`config.mk`:
```
export PLATFORM = sky130hd
export DESIGN_NAME = alu_pipe_flat
export DESIGN_NICKNAME = d
export VERILOG_FILES = /design/src/rtl/alu_pipe_pkg.sv /design/src/rtl/alu_pipe_if.sv /design/src/rtl/alu_core.sv /design/src/rtl/alu_pipe.sv /design/src/flat_wrapper.sv
export SDC_FILE = /design/constraint.sdc
export NUM_CORES = 1
export LEC_CHECK = 0
export CAP_MARGIN = 40
export CORE_MARGIN = 2
export CORE_UTILIZATION = 49
export CTS_BUF_LIST = sky130_fd_sc_hd__clkbuf_16
export CTS_CLUSTER_DIAMETER = 200
export CTS_CLUSTER_SIZE = 30
export DETAILED_ROUTE_END_ITERATION = 16
export PLACE_DENSITY = 0.77
export SETUP_SLACK_MARGIN = 0.15
export SLEW_MARGIN = 0
export SYNTH_ARGS = -nofsm -noshare
export SYNTH_HDL_FRONTEND = slang
export SYNTH_SLANG_ARGS = --single-unit
```
`constraint.sdc`:
```
create_clock -name clk -period 2.3 [get_ports clk]
set_clock_uncertainty 0.15 [all_clocks]
set_input_delay 0.46 -clock clk [delete_from_list [all_inputs] [get_ports clk]]
set_output_delay 0.46 -clock clk [all_outputs]
set_load 0.01 [all_outputs]
```
`src/rtl/alu_pipe_pkg.sv`:
```
// rtl/alu_pipe_pkg.sv - opcode enumeration, widths and flag bundle shared by the ALU pipeline
package alu_pipe_pkg;

   localparam int OP_W = 3;

   typedef enum logic [OP_W-1:0] {
      OP_ADD     = 3'b000,
      OP_SUB     = 3'b001,
      OP_AND     = 3'b010,
      OP_CMP     = 3'b011,
      OP_OR      = 3'b100,
      OP_XOR     = 3'b101,
      OP_ACC     = 3'b110,
      OP_ACC_CLR = 3'b111
   } alu_op_e;

   typedef struct packed {
      logic carry;
      logic sign;
      logic gt;
      logic eq;
      logic lt;
      logic zero;
      logic err;
   } alu_flags_t;

endpackage

```
`src/rtl/alu_pipe_if.sv`:
```
// rtl/alu_pipe_if.sv - request/result handshake bundle of the ALU pipeline
interface alu_pipe_if
   import alu_pipe_pkg::*;
#(parameter int WIDTH = 8);

   logic             in_valid;
   logic             in_ready;
   logic [WIDTH-1:0] a;
   logic [WIDTH-1:0] b;
   logic [OP_W-1:0]  op;
   logic             out_valid;
   logic             out_ready;
   logic [WIDTH-1:0] result;
   logic             carry;
   logic             sign;
   logic             gt;
   logic             eq;
   logic             lt;
   logic             zero;
   logic             err;

   modport master (
      output in_valid, a, b, op, out_ready,
      input  in_ready, out_valid, result, carry, sign, gt, eq, lt, zero, err
   );

   modport slave (
      input  in_valid, a, b, op, out_ready,
      output in_ready, out_valid, result, carry, sign, gt, eq, lt, zero, err
   );

endinterface

```
`src/rtl/alu_core.sv`:
```
// rtl/alu_core.sv - combinational result/flag compute; ACC ops only with ALU_PIPE_ACC_EN
module alu_core
   import alu_pipe_pkg::*;
#(parameter int WIDTH = 8)
(
`ifdef ALU_PIPE_ACC_EN
   input  logic [WIDTH-1:0] acc,
   output logic [WIDTH-1:0] acc_next,
`endif
   input  logic [WIDTH-1:0] a,
   input  logic [WIDTH-1:0] b,
   input  alu_op_e          op,
   output logic [WIDTH-1:0] result,
   output alu_flags_t       flags
);

   logic [WIDTH:0] sum;
   logic [WIDTH:0] diff;
`ifdef ALU_PIPE_ACC_EN
   logic [WIDTH:0] acc_sum;
`endif

   // Decode the opcode into a result and flags; compare flags hold for every op
   always_comb begin
      sum    = {1'b0, a} + {1'b0, b};
      diff   = {1'b0, a} - {1'b0, b};
      result = '0;
      flags  = '0;
`ifdef ALU_PIPE_ACC_EN
      acc_sum  = {1'b0, acc} + {1'b0, a};
      acc_next = acc;
`endif
      flags.gt = (a > b);
      flags.eq = (a == b);
      flags.lt = (a < b);
      case (op)
         OP_ADD: begin
            result      = sum[WIDTH-1:0];
            flags.carry = sum[WIDTH];
         end
         OP_SUB: begin
            result     = diff[WIDTH-1:0];
            flags.sign = (a < b);
         end
         OP_AND: result = a & b;
         OP_CMP: result = '0;
         OP_OR:  result = a | b;
         OP_XOR: result = a ^ b;
`ifdef ALU_PIPE_ACC_EN
         OP_ACC: begin
            acc_next    = acc_sum[WIDTH-1:0];
            result      = acc_sum[WIDTH-1:0];
            flags.carry = acc_sum[WIDTH];
         end
         OP_ACC_CLR: begin
            acc_next = '0;
            result   = '0;
         end
`else
         OP_ACC:     flags.err = 1'b1;
         OP_ACC_CLR: flags.err = 1'b1;
`endif
      endcase
      flags.zero = (result == '0);
   end

endmodule

```
`src/rtl/alu_pipe.sv`:
```
// rtl/alu_pipe.sv - two-stage ALU pipeline with valid/ready handshake; accumulator under ALU_PIPE_ACC_EN
module alu_pipe
   import alu_pipe_pkg::*;
#(parameter int WIDTH = 8)
(
   input logic       clk,
   input logic       rst,
   alu_pipe_if.slave bus
);

   logic             s1_full;
   logic [WIDTH-1:0] s1_a;
   logic [WIDTH-1:0] s1_b;
   alu_op_e          s1_op;
   logic             s2_full;
   logic [WIDTH-1:0] s2_result;
   alu_flags_t       s2_flags;
   logic [WIDTH-1:0] core_result;
   alu_flags_t       core_flags;
   logic             s2_free;
   logic             s1_adv;
   logic             in_fire;

   // S2 can take a new item when empty or when its current item leaves this edge
   assign s2_free      = !s2_full || bus.out_ready;
   assign s1_adv       = s1_full && s2_free;
   assign bus.in_ready = !rst && (!s1_full || s2_free);
   assign in_fire      = bus.in_valid && bus.in_ready;

`ifdef ALU_PIPE_ACC_EN
   logic [WIDTH-1:0] acc;
   logic [WIDTH-1:0] acc_next;

   alu_core #(.WIDTH(WIDTH)) u_core (
      .acc      (acc),
      .acc_next (acc_next),
      .a        (s1_a),
      .b        (s1_b),
      .op       (s1_op),
      .result   (core_result),
      .flags    (core_flags)
   );

   // Accumulator commits as its op moves S1->S2, so a following ACC in S1 sees it
   always_ff @(posedge clk) begin
      if (rst) begin
         acc <= '0;
      end else if (s1_adv) begin
         acc <= acc_next;
      end
   end
`else
   alu_core #(.WIDTH(WIDTH)) u_core (
      .a      (s1_a),
      .b      (s1_b),
      .op     (s1_op),
      .result (core_result),
      .flags  (core_flags)
   );
`endif

   // S1 operand register: load on accepted request, empty when it moves on
   always_ff @(posedge clk) begin
      if (rst) begin
         s1_full <= 1'b0;
         s1_a    <= '0;
         s1_b    <= '0;
         s1_op   <= OP_ADD;
      end else if (in_fire) begin
         s1_full <= 1'b1;
         s1_a    <= bus.a;
         s1_b    <= bus.b;
         s1_op   <= alu_op_e'(bus.op);
      end else if (s1_adv) begin
         s1_full <= 1'b0;
      end
   end

   // S2 result register: held unchanged while downstream stalls
   always_ff @(posedge clk) begin
      if (rst) begin
         s2_full   <= 1'b0;
         s2_result <= '0;
         s2_flags  <= '0;
      end else if (s1_adv) begin
         s2_full   <= 1'b1;
         s2_result <= core_result;
         s2_flags  <= core_flags;
      end else if (bus.out_ready) begin
         s2_full <= 1'b0;
      end
   end

   assign bus.out_valid = s2_full;
   assign bus.result    = s2_result;
   assign bus.carry     = s2_flags.carry;
   assign bus.sign      = s2_flags.sign;
   assign bus.gt        = s2_flags.gt;
   assign bus.eq        = s2_flags.eq;
   assign bus.lt        = s2_flags.lt;
   assign bus.zero      = s2_flags.zero;
   assign bus.err       = s2_flags.err;

endmodule

```
`src/flat_wrapper.sv`:
```
// flat-port wrapper written by rule: the top's interface ports become plain ports
module alu_pipe_flat import alu_pipe_pkg::*;
#(parameter int WIDTH = 8)
  (clk, rst, bus_in_valid, bus_a, bus_b, bus_op, bus_out_ready, bus_in_ready, bus_out_valid, bus_result, bus_carry, bus_sign, bus_gt, bus_eq, bus_lt, bus_zero, bus_err);
  alu_pipe_if #(.WIDTH(WIDTH)) bus_i ();
  input logic clk;
  input logic rst;
  input wire logic [$bits(bus_i.in_valid)-1:0] bus_in_valid;
  input wire logic [$bits(bus_i.a)-1:0] bus_a;
  input wire logic [$bits(bus_i.b)-1:0] bus_b;
  input wire logic [$bits(bus_i.op)-1:0] bus_op;
  input wire logic [$bits(bus_i.out_ready)-1:0] bus_out_ready;
  output wire logic [$bits(bus_i.in_ready)-1:0] bus_in_ready;
  output wire logic [$bits(bus_i.out_valid)-1:0] bus_out_valid;
  output wire logic [$bits(bus_i.result)-1:0] bus_result;
  output wire logic [$bits(bus_i.carry)-1:0] bus_carry;
  output wire logic [$bits(bus_i.sign)-1:0] bus_sign;
  output wire logic [$bits(bus_i.gt)-1:0] bus_gt;
  output wire logic [$bits(bus_i.eq)-1:0] bus_eq;
  output wire logic [$bits(bus_i.lt)-1:0] bus_lt;
  output wire logic [$bits(bus_i.zero)-1:0] bus_zero;
  output wire logic [$bits(bus_i.err)-1:0] bus_err;
  assign bus_i.in_valid = bus_in_valid;
  assign bus_i.a = bus_a;
  assign bus_i.b = bus_b;
  assign bus_i.op = bus_op;
  assign bus_i.out_ready = bus_out_ready;
  assign bus_in_ready = bus_i.in_ready;
  assign bus_out_valid = bus_i.out_valid;
  assign bus_result = bus_i.result;
  assign bus_carry = bus_i.carry;
  assign bus_sign = bus_i.sign;
  assign bus_gt = bus_i.gt;
  assign bus_eq = bus_i.eq;
  assign bus_lt = bus_i.lt;
  assign bus_zero = bus_i.zero;
  assign bus_err = bus_i.err;
  alu_pipe #(.WIDTH(WIDTH)) u_core (.clk(clk), .rst(rst), .bus(bus_i));
endmodule
```
==> qor.yml, run 1 <==
synth.avg_cell_area_um2: 7.605
dpl.cell_count: 474
hp-class: "reg2reg"
post-route-period-util_pct: 104.4
power_uw: 2395
critPathLaunchType: "flop"
p_per_area_nw_per_um2: 614.1
grt_use_met2_pct: 48.79
grt_overflow: 0
synthesis.area_um2: 2517
dpl.hpwl_mm: 5.425
finalMaxSlewViolations: 0
drc: 0
die_area_um2: 5727
pwr-share-clk_pct: 31.9
synth_most_common_cell: "dfxtp_1"
worst_path_largest_cell_delay_ps: 350
grt_pass1_vias: 2625
synthCells: 331
num_vias: 2818
muxShareOfSynthArea_pct: 1.243
grt.busiest_layer: "met2"
track_usage_pct: 29.36
clockBufferDepth: 2
power.switching_uw: 757.9
final_antenna_net_count: 0
status: "finished with violations"
timing.fmax_ghz: 0.4165
use_met3_pct: 5.820
yosysTopAreaCellShare_pct: 28.63
ys_warn_count: 0
crit_fanout: 2
ys_seq_area_share_pct: 28.63
antenna_found_initial: 0
ios: 40
crit_slowest_cell: "dfxtp_2"
comb_power_share_pct: 38.7
synth-xor-area-share_pct: 1.044
synth_fa_ha_area_share_pct: 13.52
worst_slew_pin_slew_ps: 419.2
synth_edf_count: 0
crit-reg2reg-launch: "u_core.s1_a[0]$_SDFFE_PP0P_"
post-place-ws_ps: -160.4
grt_pass1_wl_mm: 12.70
antenna_cells: 0
start_util_pct: 49.93
violations: "setup timing"
rows: 26
yosysTopAreaCell: "dfxtp_1"
worst_slack_ps: -101.0
layout.nets: 466
synth_common_cells: "dfxtp_1 (36), nand2_1 (34), nor2_1 (34), a21oi_1 (30), inv_1 (26)"
required_ps: 2330
path_cells: "inv_2 -> ha_4 -> inv_2 -> fa_2 -> nand2b_4 -> a221oi_4 -> buf_4 -> a32oi_1 -> a21oi_1 -> nor3_1 -> buf_4 -> a41o_1"
synth_nets: 380
synth_top_family_by_area: "compound AO/OA/AOI/OAI gates"
critPathKind: "reg2reg"
synth_compound_area_share_pct: 25.00
crit_start: "u_core.s1_a[0]$_SDFFE_PP0P_"
swShare_pct: 31.65
cts_tree: "done"
hold_buffers: 0
worstHoldStart: "u_core.bus.carry$_SDFFE_PP0P_"
die_x_um: 75.68
cap_violations: 0
grt_max_degree: 36
layoutNonFillerInstCount: 488
ys_ff_latch: 36
seqPwrFrac_pct: 29.4
yosys.area_share.simple_pct: 22.47
cts_root_buf: "clkbuf_16"
dr.pass1.iters: 7
core_um2: 5042
peakVddDrop_mv: 0.5915
placed_area_um2: 3378
layout-drive-gt1-share_pct: 32.06
postLayoutCellArea_um2: 3900
netlist_top_cells_area: "dfxtp_1 (29%), ha_1 (12%), a21oi_1 (6.0%)"
finalCriticalPeriod_ps: 2401
wl_per_cell_um: 17.01
clock_latency_ps: 280
synth_ff_type: "dfxtp_1"
arrival_ps: 2430
crit_path_end_kind: "flop"
rsz0062_at_grt: "true"
first_iter_violations: 253
p_int_uw: 1637
setup_viol: 2
cts_made_buffers: 5
hold_ws_ps: 303.6
die_h_um: 75.68
async_flop_share_pct: 0
place_congestion: 0.9029
area_growth_pct: 54.92
cts.clk_slew.worst_paths_ps: 60
drt-vias-per-instance: 5.775
fillers: 344
cts_sinks: 36
final_hold_viol_count: 0
cts_htree_levels: 2
routed_wl_mm: 8.299
leakage_uw: 0.001583
grt_use_met1_pct: 38.25
ys_types: 56
port_buffers: 39
slew-limit-headroom_pct: 72.06
## power groups by stage
| stage | combinational (uW) | sequential, uW | clock [uW] |
|---|---|---|---|
| 6_report | 926 | 705 | 764 |
| 5_1_grt | 988 | 712 | 804 |
| 4_1_cts | 827 | 702 | 776 |
| 3_5_place_dp | 712 | 714 | 0 |
| 3_3_place_gp | 699 | 713 | 0 |
| 2_1_floorplan | 390 | 713 | 0 |
## routing by layer
metal,up-vias,part of all wire (%)
li1,1335,-
met5,-,0
met4,0,2.5
met3,24,5.6
met2,109,51
met1,1350,41
## critical path: cells and delay by family (launching register included)
family,cells,cell delay (ps)
compound gates,4,780
simple gates,2,160
flops,1,350
buf+inv,4,410
fa+ha+maj,2,440
## area by class of cell
type | instances | area, um^2 | share of cell area, %
clock inverters | 3 | 38.79 | 0.9945
repair buffers | 103 | 908.4 | 23.29
well taps | 70 | 87.58 | 2.246
multi-input cells | 244 | 1906 | 48.86
inverters | 27 | 103.9 | 2.663
clock buffers | 5 | 125.1 | 3.208
flip-flops and latches | 36 | 730.7 | 18.74
## worst paths after layout
| kind | to | slack, ps | depth (start not counted) |
|---|---|---|---|
| min | u_core.bus.carry$_SDFFE_PP0P_ | 300 | 2 |
| max | u_core.bus.zero$_SDFFE_PP0P_ | -100 | 12 |
| max reg2reg | u_core.bus.zero$_SDFFE_PP0P_ | -100 | 12 |
| min reg2reg | u_core.bus.carry$_SDFFE_PP0P_ | 300 | 2 |
## cell usage in the layout (no fill, tap or decap), types with 4 or more instances in the layout
master	Yosys	layout
nand2_1	34	34
a211oi_2	0	5
nand2b_1	6	4
o31ai_1	17	16
nor2_1	34	31
clkdlybuf4s50_1	0	38
inv_1	26	19
dfxtp_1	36	30
ha_4	0	8
a21oi_2	0	6
o21ai_1	1	4
nor2b_1	6	5
a21oi_1	30	23
o21ai_0	14	9
nand3b_1	5	5
inv_2	0	7
clkbuf_16	0	5
nor3_1	8	6
dfxtp_2	0	5
nand3_1	9	9
buf_4	1	56
ha_1	24	15
buf_6	1	7
## through the flow
stage | TNS (ps) | utilization [%]
after floorplan | -1.753 | -
after global placement | -202.8 | 67.00
after detailed placement | -404.6 | 67.00
after CTS | -127.6 | 74.39
after global routing | -503.7 | 77.34
final | -155.2 | 77.34
## what timing repair did
| action | in CTS | in global routing |
|---|---|---|
| pin swaps | 29 | 19 |
| endpoints found under the setup margin | 11 | 12 |
| gates resized for setup | 43 | 28 |
| setup buffers | 4 | 2 |
## registers in the layout, indices dropped and copies added, names as in the netlist
register / flops
u_core.s1_a: 8
u_core.bus.gt: 1
u_core.bus.sign: 1
u_core.s1_b: 8
u_core.bus.carry: 1
u_core.bus.result: 8
u_core.bus.lt: 1
u_core.bus.out_valid: 1
u_core.bus.err: 1
u_core.s1_full: 1
u_core.bus.eq: 1
u_core.s1_op: 3
u_core.bus.zero: 1
## kinds of logic after synthesis
family	Yosys count
and+or+nand+nor	117
AOI/OAI and AO/OA	95
buffers and inverters	51
DFF	36
adders and majority gates	26
xor gates and xnor gates	3
muxes	3
No activity file was read; power rests on OpenSTA's default activity.
==> run 2, diff against run 1 <==
--- a/config.mk
+++ b/config.mk
@@ -13,6 +13,7 @@
 export CTS_CLUSTER_SIZE = 30
 export DETAILED_ROUTE_END_ITERATION = 16
 export PLACE_DENSITY = 0.77
+export RECOVER_POWER = 25
 export SETUP_SLACK_MARGIN = 0.15
 export SLEW_MARGIN = 0
 export SYNTH_ARGS = -nofsm -noshare
==> run 2 against run 1 <==
  * The run still ends with setup timing left
  * Total power is 0.21% lower
  * First-iteration DRC count is 1.2% higher
  * Utilization is 0.074 points lower
  * Flip-flop and latch count stayed put
  * Combinational power is 0.4% lower
  * Worst setup slack hardly changed
  * Critical path type unchanged
  * Clock-buffer cell count stayed put
  * Fmax hardly changed
  * Critical path depth stayed put
==> qor.yml, run 2 (same netlist as run 1, synthesis figures left out) <==
port_buffers: 39
final_antenna_net_count: 0
setup_viol: 2
violations: "setup timing"
antenna_cells: 0
track_usage_pct: 29.36
post-place-ws_ps: -160.4
drc: 0
cts_sinks: 36
die_x_um: 75.68
finalMaxSlewViolations: 0
cts_tree: "done"
layout-drive-gt1-share_pct: 31.82
status: "finished with violations"
grt_overflow: 0
layout.nets: 466
cts.clk_slew.worst_paths_ps: 60
arrival_ps: 2430
layout_commonest_cell: "buf_4"
critPathLaunchType: "flop"
place_congestion: 0.9029
grt_pass1_vias: 2625
grt_pass1_wl_mm: 12.70
rows: 26
hp-class: "reg2reg"
leakage_uw: 0.001606
final_cell_mix: "buf_4 (55), nand2_1 (34), nor2_1 (31)"
cts_htree_levels: 2
finalCriticalPeriod_ps: 2401
dpl.hpwl_mm: 5.425
post-route-period-util_pct: 104.4
worst_slew_pin_slew_ps: 873.1
tns_ps: -153.6
slew-limit-headroom_pct: 41.79
num_vias: 2811
rrSetupSlack_ps: -100
placed_area_um2: 3378
crit_path_end_kind: "flop"
die_h_um: 75.68
rr_worst_depth: 12
routed_wl_mm: 8.323
reg2reg_to: "u_core.bus.zero$_SDFFE_PP0P_"
rsz0062_at_grt: "true"
crit_fanout: 2
critPathKind: "reg2reg"
hold_ws_ps: 300.7
clock_latency_ps: 280
wl_per_cell_um: 17.06
clockBufferDepth: 2
dr.pass1.iters: 5
cts_made_buffers: 5
grt_max_degree: 36
area_growth_pct: 54.77
drt-vias-per-instance: 5.760
peakVddDrop_mv: 0.5915
crit_end: "u_core.bus.zero$_SDFFE_PP0P_"
worst_slack_ps: -101.1
core_um2: 5042
timing.fmax_ghz: 0.4165
die_area_um2: 5727
p_per_area_nw_per_um2: 613.4
ios: 40
cts_root_buf: "clkbuf_16"
cap_violations: 0
first_iter_violations: 256
crit-reg2reg-launch: "u_core.s1_a[0]$_SDFFE_PP0P_"
antenna_found_initial: 0
final_hold_viol_count: 0
start_util_pct: 49.93
postLayoutCellArea_um2: 3896
crit_start: "u_core.s1_a[0]$_SDFFE_PP0P_"
required_ps: 2330
final_util_pct: 77.27
[run 2: cell count changes in the layout (fill, tap and decap cells not counted), sizes merged]
cell	previous run	this run
buf	64	63
clkbuf	5	6
clkdlybuf4s50	38	28
dlygate4sd3	0	10
[run 2: how the worst min path moves through the flow]
stage / start / end / cells past startpoint
2_1_floorplan: u_core.bus.err$_SDFFE_PP0P_ / u_core.bus.err$_SDFFE_PP0P_ / 2
5_1_grt: u_core.bus.carry$_SDFFE_PP0P_ / u_core.bus.carry$_SDFFE_PP0P_ / 2
3_3_place_gp: u_core.bus.err$_SDFFE_PP0P_ / u_core.bus.err$_SDFFE_PP0P_ / 2
4_1_cts: u_core.bus.carry$_SDFFE_PP0P_ / u_core.bus.carry$_SDFFE_PP0P_ / 2
3_5_place_dp: u_core.bus.carry$_SDFFE_PP0P_ / u_core.bus.carry$_SDFFE_PP0P_ / 2
6_report: u_core.bus.carry$_SDFFE_PP0P_ / u_core.bus.carry$_SDFFE_PP0P_ / 2
[run 2: per-stage QoR]
stage / cells / total power [uW]
after global placement: 474 / 1411
after floorplan: 331 / 1103
after global routing: 488 / 2498
final: 488 / 2390
after detailed placement: 474 / 1426
after CTS: 486 / 2304
[run 2: where the power goes]
part / switching (uW) / leakage [uW] / internal [uW]
registers: 35.3 / 0.000299 / 669
logic: 463 / 0.00122 / 459
clock network: 259 / 0.0000850 / 505
total: 758 / 0.00161 / 1630
[run 2: final cells by class]
class	count	area [um^2]
tap	70	87.58
inverter	27	103.9
multi-input combinational	244	1906
clock inverter	3	38.79
clock buffer	5	125.1
fill	346	1146
timing repair buffer	103	904.6
sequential	36	730.7
[run 2: worst max-delay path: stages (launching register included)]
cell and delay, ps:
dfxtp_2 350, inv_2 50, ha_4 160, inv_2 50, fa_2 280, nand2b_4 100, a221oi_4 340, buf_4 170
a32oi_1 50, a21oi_1 160, nor3_1 60, buf_4 140, a41o_1 230
[run 2: metal layers]
metal | track usage (%) | vias up | wire length, um
li1 | - | 1334 | -
met1 | 38.25 | 1346 | 3369
met2 | 48.79 | 106 | 4238
met3 | 5.820 | 25 | 496
met4 | 9.747 | 0 | 219
met5 | 0 | - | 0
[run 2: repair_timing]
| action | 4_1_cts | 5_1_grt |
|---|---|---|
| hold buffers | 0 | 0 |
| setup endpoints to repair | 11 | 12 |
| pin swaps | 29 | 19 |
| setup buffers | 4 | 2 |
| resized for setup | 43 | 28 |
